--- src/rtl/iir_pkg.sv ---
// Shared constants, coefficient set, FSM encoding and saturation helper
// for the two-section streaming IIR low-pass filter.
package iir_pkg;

  localparam int N_SAMPLES = 2048;
  localparam int ADDR_W    = 11;
  localparam int DATA_W    = 16;
  localparam int COEF_W    = 16;
  localparam int COEF_FRAC = 14;
  localparam int WARMUP    = 0;
  localparam int PROD_W    = DATA_W + COEF_W;
  localparam int ACC_W     = 40;

  // Q2.14 coefficients shared by both sections; unity DC gain, poles at r=0.707
  localparam logic signed [COEF_W-1:0] B0 = 16'sd1024;
  localparam logic signed [COEF_W-1:0] B1 = 16'sd2048;
  localparam logic signed [COEF_W-1:0] B2 = 16'sd1024;
  localparam logic signed [COEF_W-1:0] A1 = -16'sd20480;
  localparam logic signed [COEF_W-1:0] A2 = 16'sd8192;

  localparam logic signed [ACC_W-1:0] ROUND_C = ACC_W'(2 ** (COEF_FRAC - 1));
  localparam logic signed [ACC_W-1:0] SAT_MAX = ACC_W'(2 ** (DATA_W - 1) - 1);
  localparam logic signed [ACC_W-1:0] SAT_MIN = -ACC_W'(2 ** (DATA_W - 1));

  typedef enum logic [1:0] {
    IDLE = 2'd0,
    RUN  = 2'd1,
    DONE = 2'd2
  } iir_state_e;

  function automatic logic signed [DATA_W-1:0] saturate(input logic signed [ACC_W-1:0] v);
    logic signed [DATA_W-1:0] r;
    if (v > SAT_MAX) r = SAT_MAX[DATA_W-1:0];
    else if (v < SAT_MIN) r = SAT_MIN[DATA_W-1:0];
    else r = v[DATA_W-1:0];
    return r;
  endfunction

endpackage

--- src/rtl/iir_biquad.sv ---
// Direct-form-I biquad with one register stage; the registered, saturated
// output doubles as the y1 delay element. State only moves when en is high.
module iir_biquad
  import iir_pkg::*;
(
  input  logic                     clk,
  input  logic                     rst_n,
  input  logic                     en,
  input  logic                     clr,
  input  logic signed [DATA_W-1:0] x,
  output logic signed [DATA_W-1:0] y
);

  logic signed [DATA_W-1:0] x1_q, x1_d;
  logic signed [DATA_W-1:0] x2_q, x2_d;
  logic signed [DATA_W-1:0] y1_q, y1_d;
  logic signed [DATA_W-1:0] y2_q, y2_d;
  logic signed [PROD_W-1:0] p_b0, p_b1, p_b2, p_a1, p_a2;
  logic signed [ACC_W-1:0]  acc, acc_shr;
  logic signed [DATA_W-1:0] y_sat;

  always_comb begin
    p_b0    = PROD_W'(x) * PROD_W'(B0);
    p_b1    = PROD_W'(x1_q) * PROD_W'(B1);
    p_b2    = PROD_W'(x2_q) * PROD_W'(B2);
    p_a1    = PROD_W'(y1_q) * PROD_W'(A1);
    p_a2    = PROD_W'(y2_q) * PROD_W'(A2);
    acc     = ACC_W'(p_b0) + ACC_W'(p_b1) + ACC_W'(p_b2) - ACC_W'(p_a1) - ACC_W'(p_a2);
    // Round half up, then drop the coefficient fraction bits
    acc_shr = (acc + ROUND_C) >>> COEF_FRAC;
    y_sat   = saturate(acc_shr);
  end

  always_comb begin
    x1_d = x1_q;
    x2_d = x2_q;
    y1_d = y1_q;
    y2_d = y2_q;
    if (clr) begin
      x1_d = '0;
      x2_d = '0;
      y1_d = '0;
      y2_d = '0;
    end else if (en) begin
      x1_d = x;
      x2_d = x1_q;
      y1_d = y_sat;
      y2_d = y1_q;
    end
  end

  always_ff @(posedge clk or negedge rst_n) begin
    if (!rst_n) begin
      x1_q <= '0;
      x2_q <= '0;
      y1_q <= '0;
      y2_q <= '0;
    end else begin
      x1_q <= x1_d;
      x2_q <= x2_d;
      y1_q <= y1_d;
      y2_q <= y2_d;
    end
  end

  assign y = y1_q;

endmodule

--- src/rtl/iir_stream_filter.sv ---
// Streaming two-section IIR low-pass: input register, biquad 1, biquad 2.
// Output is tagged with its sample index; filter_done after N_SAMPLES outputs.
module iir_stream_filter
  import iir_pkg::*;
(
  input  logic                     clk,
  input  logic                     rst_n,
  input  logic                     start,
  input  logic signed [DATA_W-1:0] data_in,
  input  logic                     data_in_valid,
  output logic                     filter_done,
  output logic [ADDR_W-1:0]        addr,
  output logic signed [DATA_W-1:0] data_out,
  output logic                     data_out_valid,
  output logic                     stable_out
);

  localparam logic [ADDR_W:0]   IN_LIMIT    = (ADDR_W + 1)'(N_SAMPLES);
  localparam logic [ADDR_W-1:0] LAST_ADDR   = ADDR_W'(N_SAMPLES - 1);
  localparam logic [ADDR_W-1:0] STABLE_ADDR = ADDR_W'((WARMUP == 0) ? 0 : WARMUP - 1);

  iir_state_e state_q, state_d;
  logic run_en, arm, accept, last_out;
  logic [ADDR_W:0] in_cnt_q, in_cnt_d;
  logic signed [DATA_W-1:0] x0_q, x0_d;
  logic v0_q, v0_d, v1_q, v1_d, v2_q, v2_d;
  logic [ADDR_W-1:0] a0_q, a0_d, a1_q, a1_d, a2_q, a2_d;
  logic stable_q, stable_d;
  logic signed [DATA_W-1:0] s1_y, s2_y;

  always_ff @(posedge clk or negedge rst_n) begin
    if (!rst_n) state_q <= IDLE;
    else        state_q <= state_d;
  end

  always_comb begin
    state_d = state_q;
    case (state_q)
      IDLE:    if (start) state_d = RUN;
      RUN:     if (last_out) state_d = DONE;
      DONE:    if (start) state_d = RUN;
      default: state_d = IDLE;
    endcase
  end

  always_comb begin
    run_en      = (state_q == RUN);
    arm         = start && (state_q != RUN);
    filter_done = (state_q == DONE);
  end

  // Valid and index travel alongside the samples so gaps stay gaps
  always_comb begin
    accept   = run_en && data_in_valid && (in_cnt_q < IN_LIMIT);
    last_out = v1_q && (a1_q == LAST_ADDR);
    in_cnt_d = in_cnt_q;
    x0_d     = x0_q;
    a0_d     = a0_q;
    a1_d     = a1_q;
    a2_d     = a2_q;
    v0_d     = accept;
    v1_d     = v0_q;
    v2_d     = v1_q;
    stable_d = stable_q;
    if (accept) begin
      x0_d     = data_in;
      a0_d     = in_cnt_q[ADDR_W-1:0];
      in_cnt_d = in_cnt_q + (ADDR_W + 1)'(1);
    end
    if (v0_q) a1_d = a0_q;
    if (v1_q) begin
      a2_d = a1_q;
      if (a1_q == STABLE_ADDR) stable_d = 1'b1;
    end
    if (arm) begin
      in_cnt_d = '0;
      a0_d     = '0;
      a1_d     = '0;
      a2_d     = '0;
      v0_d     = 1'b0;
      v1_d     = 1'b0;
      v2_d     = 1'b0;
      stable_d = 1'b0;
    end
  end

  always_ff @(posedge clk or negedge rst_n) begin
    if (!rst_n) begin
      in_cnt_q <= '0;
      x0_q     <= '0;
      v0_q     <= 1'b0;
      v1_q     <= 1'b0;
      v2_q     <= 1'b0;
      a0_q     <= '0;
      a1_q     <= '0;
      a2_q     <= '0;
      stable_q <= 1'b0;
    end else begin
      in_cnt_q <= in_cnt_d;
      x0_q     <= x0_d;
      v0_q     <= v0_d;
      v1_q     <= v1_d;
      v2_q     <= v2_d;
      a0_q     <= a0_d;
      a1_q     <= a1_d;
      a2_q     <= a2_d;
      stable_q <= stable_d;
    end
  end

  iir_biquad u_sec1 (
    .clk   (clk),
    .rst_n (rst_n),
    .en    (v0_q),
    .clr   (arm),
    .x     (x0_q),
    .y     (s1_y)
  );

  iir_biquad u_sec2 (
    .clk   (clk),
    .rst_n (rst_n),
    .en    (v1_q),
    .clr   (arm),
    .x     (s1_y),
    .y     (s2_y)
  );

  assign data_out       = s2_y;
  assign data_out_valid = v2_q;
  assign addr           = a2_q;
  assign stable_out     = stable_q;

endmodule

--- config.mk ---
export PLATFORM = sky130hd
export DESIGN_NAME = iir_stream_filter
export DESIGN_NICKNAME = d
export VERILOG_FILES = /design/src/rtl/iir_pkg.sv /design/src/rtl/iir_biquad.sv /design/src/rtl/iir_stream_filter.sv
export SDC_FILE = /design/constraint.sdc
export NUM_CORES = 1
export LEC_CHECK = 0
export CORE_ASPECT_RATIO = 1.4
export CORE_MARGIN = 8
export CORE_UTILIZATION = 25
export CTS_CLUSTER_DIAMETER = 50
export DETAILED_ROUTE_END_ITERATION = 6
export HOLD_SLACK_MARGIN = 0.08
export MAX_ROUTING_LAYER = met4
export SLEW_MARGIN = 20
export SYNTH_ARGS = -nofsm -noshare
export SYNTH_HDL_FRONTEND = slang
export SYNTH_HIERARCHICAL = 1
export SYNTH_SLANG_ARGS = --single-unit
--- constraint.sdc ---
create_clock -name clk -period 23.9 [get_ports clk]
set_input_delay 4.78 -clock clk [delete_from_list [all_inputs] [get_ports clk]]
set_output_delay 4.78 -clock clk [all_outputs]
set_load 0.05 [all_outputs]
## Yosys cells after proc, flatten, opt, wreduce, memory -nomap -nowiden

Index checks and enable logic that the tools add are counted.

- Add/subtract/negate cells: 11
- Multiply operators: 2
- Divide/modulo/power cells: 0
- Order comparisons: 5
- Eq/ne operators: 6
- Shifts and indexed selects: 0
- Muxes and demuxes: 37
- Bitwise logic cells: 0
- Reductions and logical operators: 13

Operators by type and width:

| kind | count |
|---|---|
| $mux W16 | 20 |
| $add A40 B15 Y40 const B | 2 |
| $sub A40 B29 Y40 | 2 |
| $sub A40 B32 Y40 | 2 |
| $mux W11 | 6 |
| $add A28 B26 Y29 | 2 |
| $add A26 B27 Y28 | 2 |
| $gt A26 B16 Y1 const B | 2 |
| $lt A26 B16 Y1 const B | 2 |
| $mul A16 B4 Y20 const B | 2 |
| $mux W12 | 2 |
| $add A12 B1 Y12 const B | 1 |
| $lt A12 B12 Y1 const B | 1 |
| $eq A11 B11 Y1 const B | 1 |
| $logic_not A11 Y1 | 1 |
| $reduce_bool A2 Y1 | 4 |
| $mux W1 | 6 |
| $ne A2 B1 Y1 const B | 3 |
| $logic_and A1 B1 Y1 | 4 |
| $mux W2 | 2 |
| $pmux W2 S2 | 1 |
| $reduce_and A2 Y1 | 2 |
| $eq A2 B1 Y1 const B | 1 |
| $eq A2 B2 Y1 const B | 1 |
| other kinds (2) | 2 |

- Flip-flop bits (word level): 195
- Latch bits: 0
- RAM bits: 0
- Bits in read-only memories: 0
- Input port bits: 20
- Output and inout port bits: 30
- Word-level logic and storage cells: 92
- Memories: 0

## Depth between registers and ports, before layout

Gate-level depths: netlist (run 1).

- Depth in word-level cells: 10
- Gate-level depth with buffers: 35
- Mapped depth without buffers: 34

## Cells and area by module

Netlist (run 1), hierarchy kept.

By module, submodules not included:

| module | times used | cells an instance | area each (µm²) | sequential area each (µm²) |
|---|---|---|---|---|
| iir_biquad at u_sec2 | 1 | 715 | 7190.6 | 1601.5 |
| iir_biquad at u_sec1 | 1 | 705 | 7018.0 | 1601.5 |
| iir_stream_filter | 1 | 251 | 2750.1 | 1676.6 |

## Worst setup path after synthesis (run 1)

No wires, ideal clock.

- Kind: register -> register
- From: register u_sec2.y1_q[1], in the netlist u_sec2/y[1]
- To: register u_sec2.y1_q[14], in the netlist u_sec2/y[14]
- Setup time: 126 ps
- Data arrival time: 7804 ps
- Required time: 23774 ps
- Slack: 15970 ps
- Stages on the path, launching flop included: 36
- Buffers on the path: 1
- Period minus slack after synthesis: 7930 ps
- Cell sequence: dfrtp_1 > inv_1 > ha_1 > inv_1 > fa_1 > inv_1 > ha_1 > inv_1 > fa_1 > nor2b_1 > o21ai_0 > a21boi_0 > o21ai_0 > a21oi_1 > a41oi_1 > a21oi_1 > and2_1 > o21ai_0 > a221o_1 > fa_1 > inv_1 > fa_1 > fa_1 > inv_1 > ha_1 > and3_1 > a211oi_1 > o21bai_1 > xnor2_1 > or3b_1 > mux2i_1 > o22ai_1 > nor2_1 > nor4_2 > buf_4 > a221o_1

- Cells in the longest elaborated chain, start to end: 9
- Elaborated cells between the ends (all ways): 10
- Those cells by class: 3 x add/sub; 1 x mul; 2 x order compare; 4 x mux

Ends and longest elaborated chain:

| item | line | source |
|---|---|---|
| start, declared | iir_biquad.sv:16 | `logic signed [DATA_W-1:0] y1_q, y1_d;` |
| start signal, assigned | iir_biquad.sv:61 | `y1_q <= y1_d;` |
| $mul A16 B4 Y20 (*) | iir_biquad.sv:26 | `p_a1 = PROD_W'(y1_q) * PROD_W'(A1);` |
| $sub A40 B32 Y40 (*) | iir_biquad.sv:28 | `acc = ACC_W'(p_b0) + ACC_W'(p_b1) + ACC_W'(p_b2) - ACC_W'(p_a1) - ACC_W'(p_a2);` |
| $sub A40 B29 Y40 (*) | iir_biquad.sv:28 |  |
| $add A40 B15 Y40 (*) | iir_biquad.sv:30 | `acc_shr = (acc + ROUND_C) >>> COEF_FRAC;` |
| $lt A26 B16 Y1 | iir_pkg.sv:34 | `else if (v < SAT_MIN) r = SAT_MIN[DATA_W-1:0];` |
| $mux W16 | iir_pkg.sv:34 |  |
| $mux W16 (*) | iir_pkg.sv:33 | `if (v > SAT_MAX) r = SAT_MAX[DATA_W-1:0];` |
| $mux W16 (*) | iir_biquad.sv:44 | `end else if (en) begin` |
| $mux W16 (*) | iir_biquad.sv:39 | `if (clr) begin` |

Every way passes the cells marked *; elsewhere a longest branch is shown, timed or not. The select of a mux whose other input is x is not followed.
A chain may end at the register's enable or synchronous reset.

## Worst setup path after layout (run 1)

- From: register u_sec2.y1_q[1], in the netlist u_sec2/y[1]
- To: register u_sec2.y1_q[11], in the netlist u_sec2/y[11]

Same word-level chain as after synthesis.

==> Flow_metrics.wiki, run 1 <==
{| class="wikitable"
! Metric !! Value
|-
| Top cell by count, worst path || inv_1
|-
| Count of instances resized after the clock tree is built || 0
|-
| Number of different library cells in the post-synthesis netlist || between 80 and 90
|-
| Count of endpoints failing hold in the final timing report || 0
|-
| Vias per Instance || 4.49
|-
| Source of the critical timing path || u_sec2/y[1]
|-
| Avg Cell Area, Syn || just over 10 sq um
|-
| Diode count || 0
|-
| Count of vias placed by the detailed router || roughly 12k
|-
| # fillers || approximately 7k
|-
| Synthesis Warnings || 6
|-
| Core box area || between 0.06 and 0.07 sq mm
|-
| Class of the most critical hold timing path || reg2reg
|-
| Number of setup violations in the final report || 0
|-
| Max transition margin || between 20 and 30%
|-
| Post-placement cell area || 0.0184 sq mm
|-
| Crit start category || flip-flop
|-
| Wire length of the first global-routing pass || between 60000 and 70000 um
|-
| Source-to-sink clock delay at the later pin of the worst-skew pair || 0.46 ns
|-
| DP HPWL || slightly below 30000 um
|-
| Worst-Margin Slew || 1.06 ns
|-
| Endpoint arrival time on the critical path || 9.05 ns
|-
| Number of nets in the synthesized netlist || 2028
|-
| Synth-to-Final Area Change || 12.2%
|-
| Min-Delay Startpoint || a0_q[10]
|-
| Cell at the root of the clock tree || clkbuf_16
|-
| Worst reg2reg startpoint || u_sec2/y[1]
|-
| Critical path class || reg2reg
|-
| Height of the chip || roughly 320 um
|-
| Total of flip-flops plus latches after synthesis || between 150 and 200
|-
| H-tree level count || 4
|-
| Fraction of the cycle the final worst path needs || a little over a third
|-
| Full die area || 0.0765 sq mm
|-
| Total global routing overflow || 0
|-
| Worst hold margin || 0.508 ns
|-
| Netlist area before placement || between 0.015 and 0.02 sq mm
|-
| Hold buffer count at CTS || 0
|-
| Status || complete, no violations
|-
| Boundary Pins || 50
|-
| Nets@finish || roughly 2.1k
|-
| Critical path required time || between 20 and 25 ns
|-
| Layout Cell Area excl Fill || 0.0190 sq mm
|-
| Count of maximum capacitance violations || 0
|-
| Total iterations of the first detailed-routing run || 5
|-
| Clock Skews || 0.0199 ns
|-
| Worst setup EP type || flip-flop
|-
| Width of the die || 236 um
|-
| Unrepaired setup endpoints after global routing || no
|-
| Cell row count || between 100 and 150
|-
| Prevailing post-synth register cell || dfrtp_1
|-
| Simple-gate portion of the synthesized area || approximately 11%
|-
| Post-detailed-route wirelength per cell || 14.6 um
|-
| Slowest cell on the critical path || nor4_2
|-
| Share of layout cells above drive strength 1 || under 10%
|-
| Total count of max-transition violations in the final report || 0
|-
| Most common cell after layout, fill and taps aside || inv_1
|-
| Area occupied by multi-input gates || 0.0108 sq mm
|-
| Gp weighted congestion || approximately 0.84
|-
| Maximum clock rate || ~120 MHz
|-
| Clock period minus worst slack || just under 9 ns
|-
| Maximum number of pins on one net before global-route repair || 79
|-
| Post-synthesis mux area share || under 10%
|-
| Clock Sinks || between 150 and 200
|-
| Number of nets still failing antenna checks after routing || 0
|-
| Initial antenna violation count || 0
|-
| 1st-iter DRT viols || 434
|-
| Buffers on Ports || about 50
|-
| Starting density of the core || between 20% and 30%
|-
| Most frequent cells in the layout || inv_1, dfrtp_1, ha_1
|-
| Adder-cell share of the synthesized area || between 30% and 40%
|-
| Vias in the first global route || between 10k and 15k
|-
| Synth async-reset ratio || 100%
|-
| Post-detailed-route DRC marker count || 0
|-
| Area taken by flip-flops and latches || slightly below 0.005 sq mm
|-
| Cts bufs inserted || 17
|-
| Post-Route Utilization || approximately 28%
|-
| Worst-path clk slew || approximately 0.08 ns
|-
| Largest buffer count on any clock path || 2
|-
| Sequential-to-total area share from yosys stat || ~29%
|-
| Crit path max fanout || 11
|-
| Slowest stage delay, CP || a little under 0.9 ns
|-
| Sum of negative setup slack || 0 ns
|-
| Compound-gate portion of the synthesized area || roughly 10%
|-
| Gate count after technology mapping || about 1.7k
|-
| EDFF count, synth || 0
|-
| Sum of routed wire length over all layers || approximately 37000 um
|-
| All-layer global routing usage || between 10% and 20%
|-
| Combinational family with the most area after synthesis || adder cells
|-
| Clock tree from TritonCTS || built
|-
| # Post-CTS Setup Buffers || 0
|-
| Xor and xnor area share after synthesis || under 10%
|}
-- cells by family after synthesis --
family,count (synthesis)
buffers and inverters,326
DFF,195
AOI/OAI and AO/OA,228
muxes,131
and+or+nand+nor,392
xor gates and xnor gates,62
adders and majority gates,337
-- flip-flops by register name, indices dropped and copies added, names as in the netlist --
name            count
u_sec1/y           16
u_sec1/x2_q        16
stable_out          1
v1_q                1
u_sec1/x1_q        16
u_sec2/y           16
x0_q               16
in_cnt_q           12
data_out_valid      1
a0_q               11
u_sec2/y2_q        16
v0_q                1
addr               11
u_sec1/y2_q        16
state_q             2
u_sec2/x2_q        16
a1_q               11
u_sec2/x1_q        16
-- routing by layer --
| metal | part of all wire [%] | global-route usage [%] |
|---|---|---|
| met1 | 43 | 12.2 |
| met2 | 53 | 19.2 |
| met3 | 2.2 | 1.60 |
| met4 | 1.5 | 2.70 |
| met5 | 0 | - |
-- final cells by class --
cell class	count	area share, %
Tap cell	862	5.67
Multi-Input combinational cell	1150	56.9
Clock buffer	17	2.23
Inverter	279	5.50
Sequential cell	195	25.7
Clock inverter	15	1.21
Timing Repair Buffer	55	2.83
-- path summary, 6_finish.rpt --
path / to / cells past startpoint / slack [ns]
min reg2reg: a0_q[10] / 1 / 0.51
max in group asynchronous: v1_q / 3 / 17.41
min: a0_q[10] / 1 / 0.51
max: u_sec2/y[11] / 32 / 15.23
max reg2reg: u_sec2/y[11] / 32 / 15.23
min in group asynchronous: a1_q[10] / 1 / 4.29
-- synthesized netlist by cell type (all sizes together) (10+ instances only) --
cell type  number  area, sq um
nor4           10          111
xor2           23          201
and3           14         87.6
xnor2          39          342
a21oi          52          294
dfrtp         195         4880
nand3          23          115
a22o           12          105
a211oi         12          125
o21a           10         75.1
nor2          173          649
fa            150         3000
a31oi          10         68.8
nor3           21          110
o21ai          34          181
clkbuf         25         93.8
a221o          26          260
a21o           22          165
nand2          81          312
inv           279         1050
nor2b          11         68.8
nand4          11         68.8
buf            22          118
ha            187         2340
mux2i         127         1270
-- worst max-delay path: cells and delay by family (launching register included) --
| kind | cells | cell delay [ns] |
|---|---|---|
| fa+ha+maj | 8 | 3.40 |
| simple gates | 5 | 1.48 |
| buf+inv | 6 | 0.32 |
| compound gates | 13 | 2.91 |
| flops | 1 | 0.45 |
-- metrics by stage --
| stage | instances | setup WS [ns] |
|---|---|---|
| 6_report | 2573 | 15.23 |
| 5_1_grt | 2573 | 14.63 |
| 4_1_cts | 2573 | 15.28 |
| 3_5_place_dp | 2541 | 15.32 |
| 3_3_place_gp | 2541 | 15.48 |
| 2_1_floorplan | 1671 | 15.97 |
Power of run 1 is not shown: default switching activity piles up to over one toggle a cycle in this logic, so the estimate is an artifact.
==> run 2, diff against run 1 <==
Clock period 23.9 ns to 7.4 ns, I/O delays scaled along.
==> Flow_metrics.wiki, run 2 (synthesis results as in run 1) <==
{| class="wikitable"
! Metric !! Value
|-
| Worst reg2reg startpoint || u_sec2/y[3]
|-
| Destination of the critical timing path || u_sec2/y[4]
|-
| Clock period minus worst slack || 7.64 ns (-1.03 ns)
|-
| Wire length of the first global-routing pass || 66500 um (+2.1%)
|-
| Total count of max-transition violations in the final report || 0 (unchanged)
|-
| Path length in cells of the critical path || 33 (+3.1%)
|-
| Total global routing overflow || 0 (unchanged)
|-
| Cell at the root of the clock tree || clkbuf_16
|-
| Fraction of the cycle the final worst path needs || 103% (+67 points)
|-
| Cell row count || 113 (unchanged)
|-
| Largest buffer count on any clock path || 2 (unchanged)
|-
| Core box area || 0.0674 sq mm (unchanged)
|-
| Count of vias placed by the detailed router || 12.2k (+5.9%)
|-
| Number of setup violations in the final report || 15 (+15)
|-
| Count of maximum capacitance violations || 0 (unchanged)
|-
| DP HPWL || 30700 um (+4.1%)
|-
| Violated checks || setup timing
|-
| Vias in the first global route || 13.4k (+4.6%)
|-
| Reg-to-Reg End || u_sec2/y[4]
|-
| Initial antenna violation count || 0 (unchanged)
|-
| Buffers on Ports || 49 (unchanged)
|-
| Crit path max fanout || 6 (-5)
|-
| Kind of cell adding the most delay to the critical path || adder cells
|-
| Share of layout cells above drive strength 1 || 18.9% (+14 points)
|-
| Post-detailed-route wirelength per cell || 14.5 um (-0.39%)
|-
| Gp weighted congestion || 0.845 (about the same)
|-
| Final worst slack || -0.238 ns (-15.47 ns)
|-
| Top cell by count, worst path || inv_2
|-
| Sum of negative setup slack || -2.97 ns (-2.97 ns)
|-
| Most common cell after layout, fill and taps aside || inv_1
|-
| Number of nets still failing antenna checks after routing || 0 (unchanged)
|-
| # fillers || 6801 (-2.4%)
|-
| Vias per Instance || 4.46 (-0.52%)
|-
| Critical path class || reg2reg
|-
| Post-Route M1 WL || 17000 um (+5.0%)
|-
| Worst setup EP type || flip-flop
|-
| Source-to-sink clock delay at the later pin of the worst-skew pair || 0.45 ns (about the same)
|-
| Slowest cell on the critical path || fa_2
|-
| Starting density of the core || 25.1% (unchanged)
|-
| Width of the die || 236 um (unchanged)
|-
| H-tree level count || 4 (unchanged)
|-
| Total iterations of the first detailed-routing run || 7 (+2)
|-
| Sum of routed wire length over all layers || 39700 um (+6.0%)
|-
| Unrepaired setup endpoints after global routing || yes
|-
| Wire length on met2 || 21000 um (+6.0%)
|-
| Height of the chip || 324 um (unchanged)
|-
| Critical path required time || 7.73 ns (-16.55 ns)
|-
| Clock Sinks || 195 (unchanged)
|-
| Nets@finish || 2220 (+8.0%)
|-
| Worst-path clk slew || 0.07 ns (about the same)
|-
| Clock Skews || 0.0149 ns (-0.00502 ns)
|-
| Cts bufs inserted || 17 (unchanged)
|-
| Most frequent cells in the layout || inv_1, dfrtp_1, nor2_1
|-
| Slowest stage delay, CP || 0.54 ns (-0.33 ns)
|-
| Synth-to-Final Area Change || 23.6%
|-
| Diode count || 0 (unchanged)
|-
| Number of cells traversed by the worst register-to-register path || 33 (+3.1%)
|-
| All-layer global routing usage || 10.8% (+0.20 points)
|-
| Source of the critical timing path || u_sec2/y[3]
|-
| Class of the most critical hold timing path || reg2reg
|-
| Full die area || 0.0765 sq mm (unchanged)
|-
| Hold buffer count at CTS || 0 (unchanged)
|-
| Max transition margin || 37.5% (+8.5 points)
|-
| Count of endpoints failing hold in the final timing report || 0 (unchanged)
|-
| Boundary Pins || 50 (unchanged)
|-
| 1st-iter DRT viols || 429 (-1.2%)
|-
| Crit start category || flip-flop
|-
| Status || finished, violations left
|-
| Worst-Margin Slew || 0.934 ns (-0.129 ns)
|-
| Routed wl met3 || 805 um (-3.6%)
|-
| Maximum number of pins on one net before global-route repair || 107 (+35%)
|-
| Maximum clock rate || 131 MHz (+14%)
|-
| Clock tree from TritonCTS || built
|-
| Worst Path Buf+Inv || 7 (+1)
|-
| Post-detailed-route DRC marker count || 0 (unchanged)
|-
| Minimum setup slack among reg-to-reg paths || -0.24 ns (-15.47 ns)
|-
| Max layer used || met4
|-
| Endpoint arrival time on the critical path || 7.96 ns (-1.09 ns)
|}
## run 2: cell types whose count changed in the layout (fill, tap and decap cells not counted), sizes merged
cell	delta
clkbuf	+1
buf	+164
nor3	+1
inv	+3
clkinv	-6
clkinvlp	+2
## run 2: layout make-up
class | instances | area (sq um) | area share [%]
flip-flops and latches | 195 | 4890 | 23.3
inverters | 279 | 1050 | 5.00
well taps | 862 | 1080 | 5.15
clock buffers | 18 | 429 | 2.05
repair buffers | 219 | 1870 | 8.92
clock inverters | 14 | 161 | 0.770
multi-input cells | 1151 | 11500 | 54.8
## run 2: worst min-delay path by stage
stage | start | end | slack [ns] | cells after the start
floorplan | a0_q[0] | a0_q[0] | 0.47 | 1
global placement | a0_q[1] | a0_q[1] | 0.49 | 1
detailed placement | a0_q[2] | a0_q[2] | 0.48 | 1
CTS | a0_q[8] | a0_q[8] | 0.51 | 1
global route | a0_q[2] | a0_q[2] | 0.52 | 1
finish | a0_q[0] | a0_q[0] | 0.51 | 1
## run 2: per-layer routing
layer  GRT usage, %  vias up
met5              -        -
met4           2.88        0
met3           1.47       62
met2           19.8      140
met1           12.3     6075
li1               -     5947
## run 2: stage by stage
step / cells / util, % / worst slack [ns] / instance area (sq um) / hold WS [ns]
5_1_grt: 2738 / 31.1 / -0.476 / 21000 / 0.523
2_1_floorplan: 1671 / - / 0.00651 / 17000 / 0.466
6_report: 2738 / 31.1 / -0.238 / 21000 / 0.508
4_1_cts: 2726 / 30.5 / -0.182 / 20600 / 0.512
3_3_place_gp: 2678 / 28.9 / -0.553 / 19500 / 0.487
3_5_place_dp: 2678 / 28.9 / -0.627 / 19500 / 0.482
## run 2: timing repair
item	4_1_cts	5_1_grt
resized for setup	73	58
pin swaps	71	79
setup endpoints to repair	30	30
gates cloned	1	1
hold endpoints to repair	0	0
setup buffers	18	14
Power of run 2 is left out for the same reason.
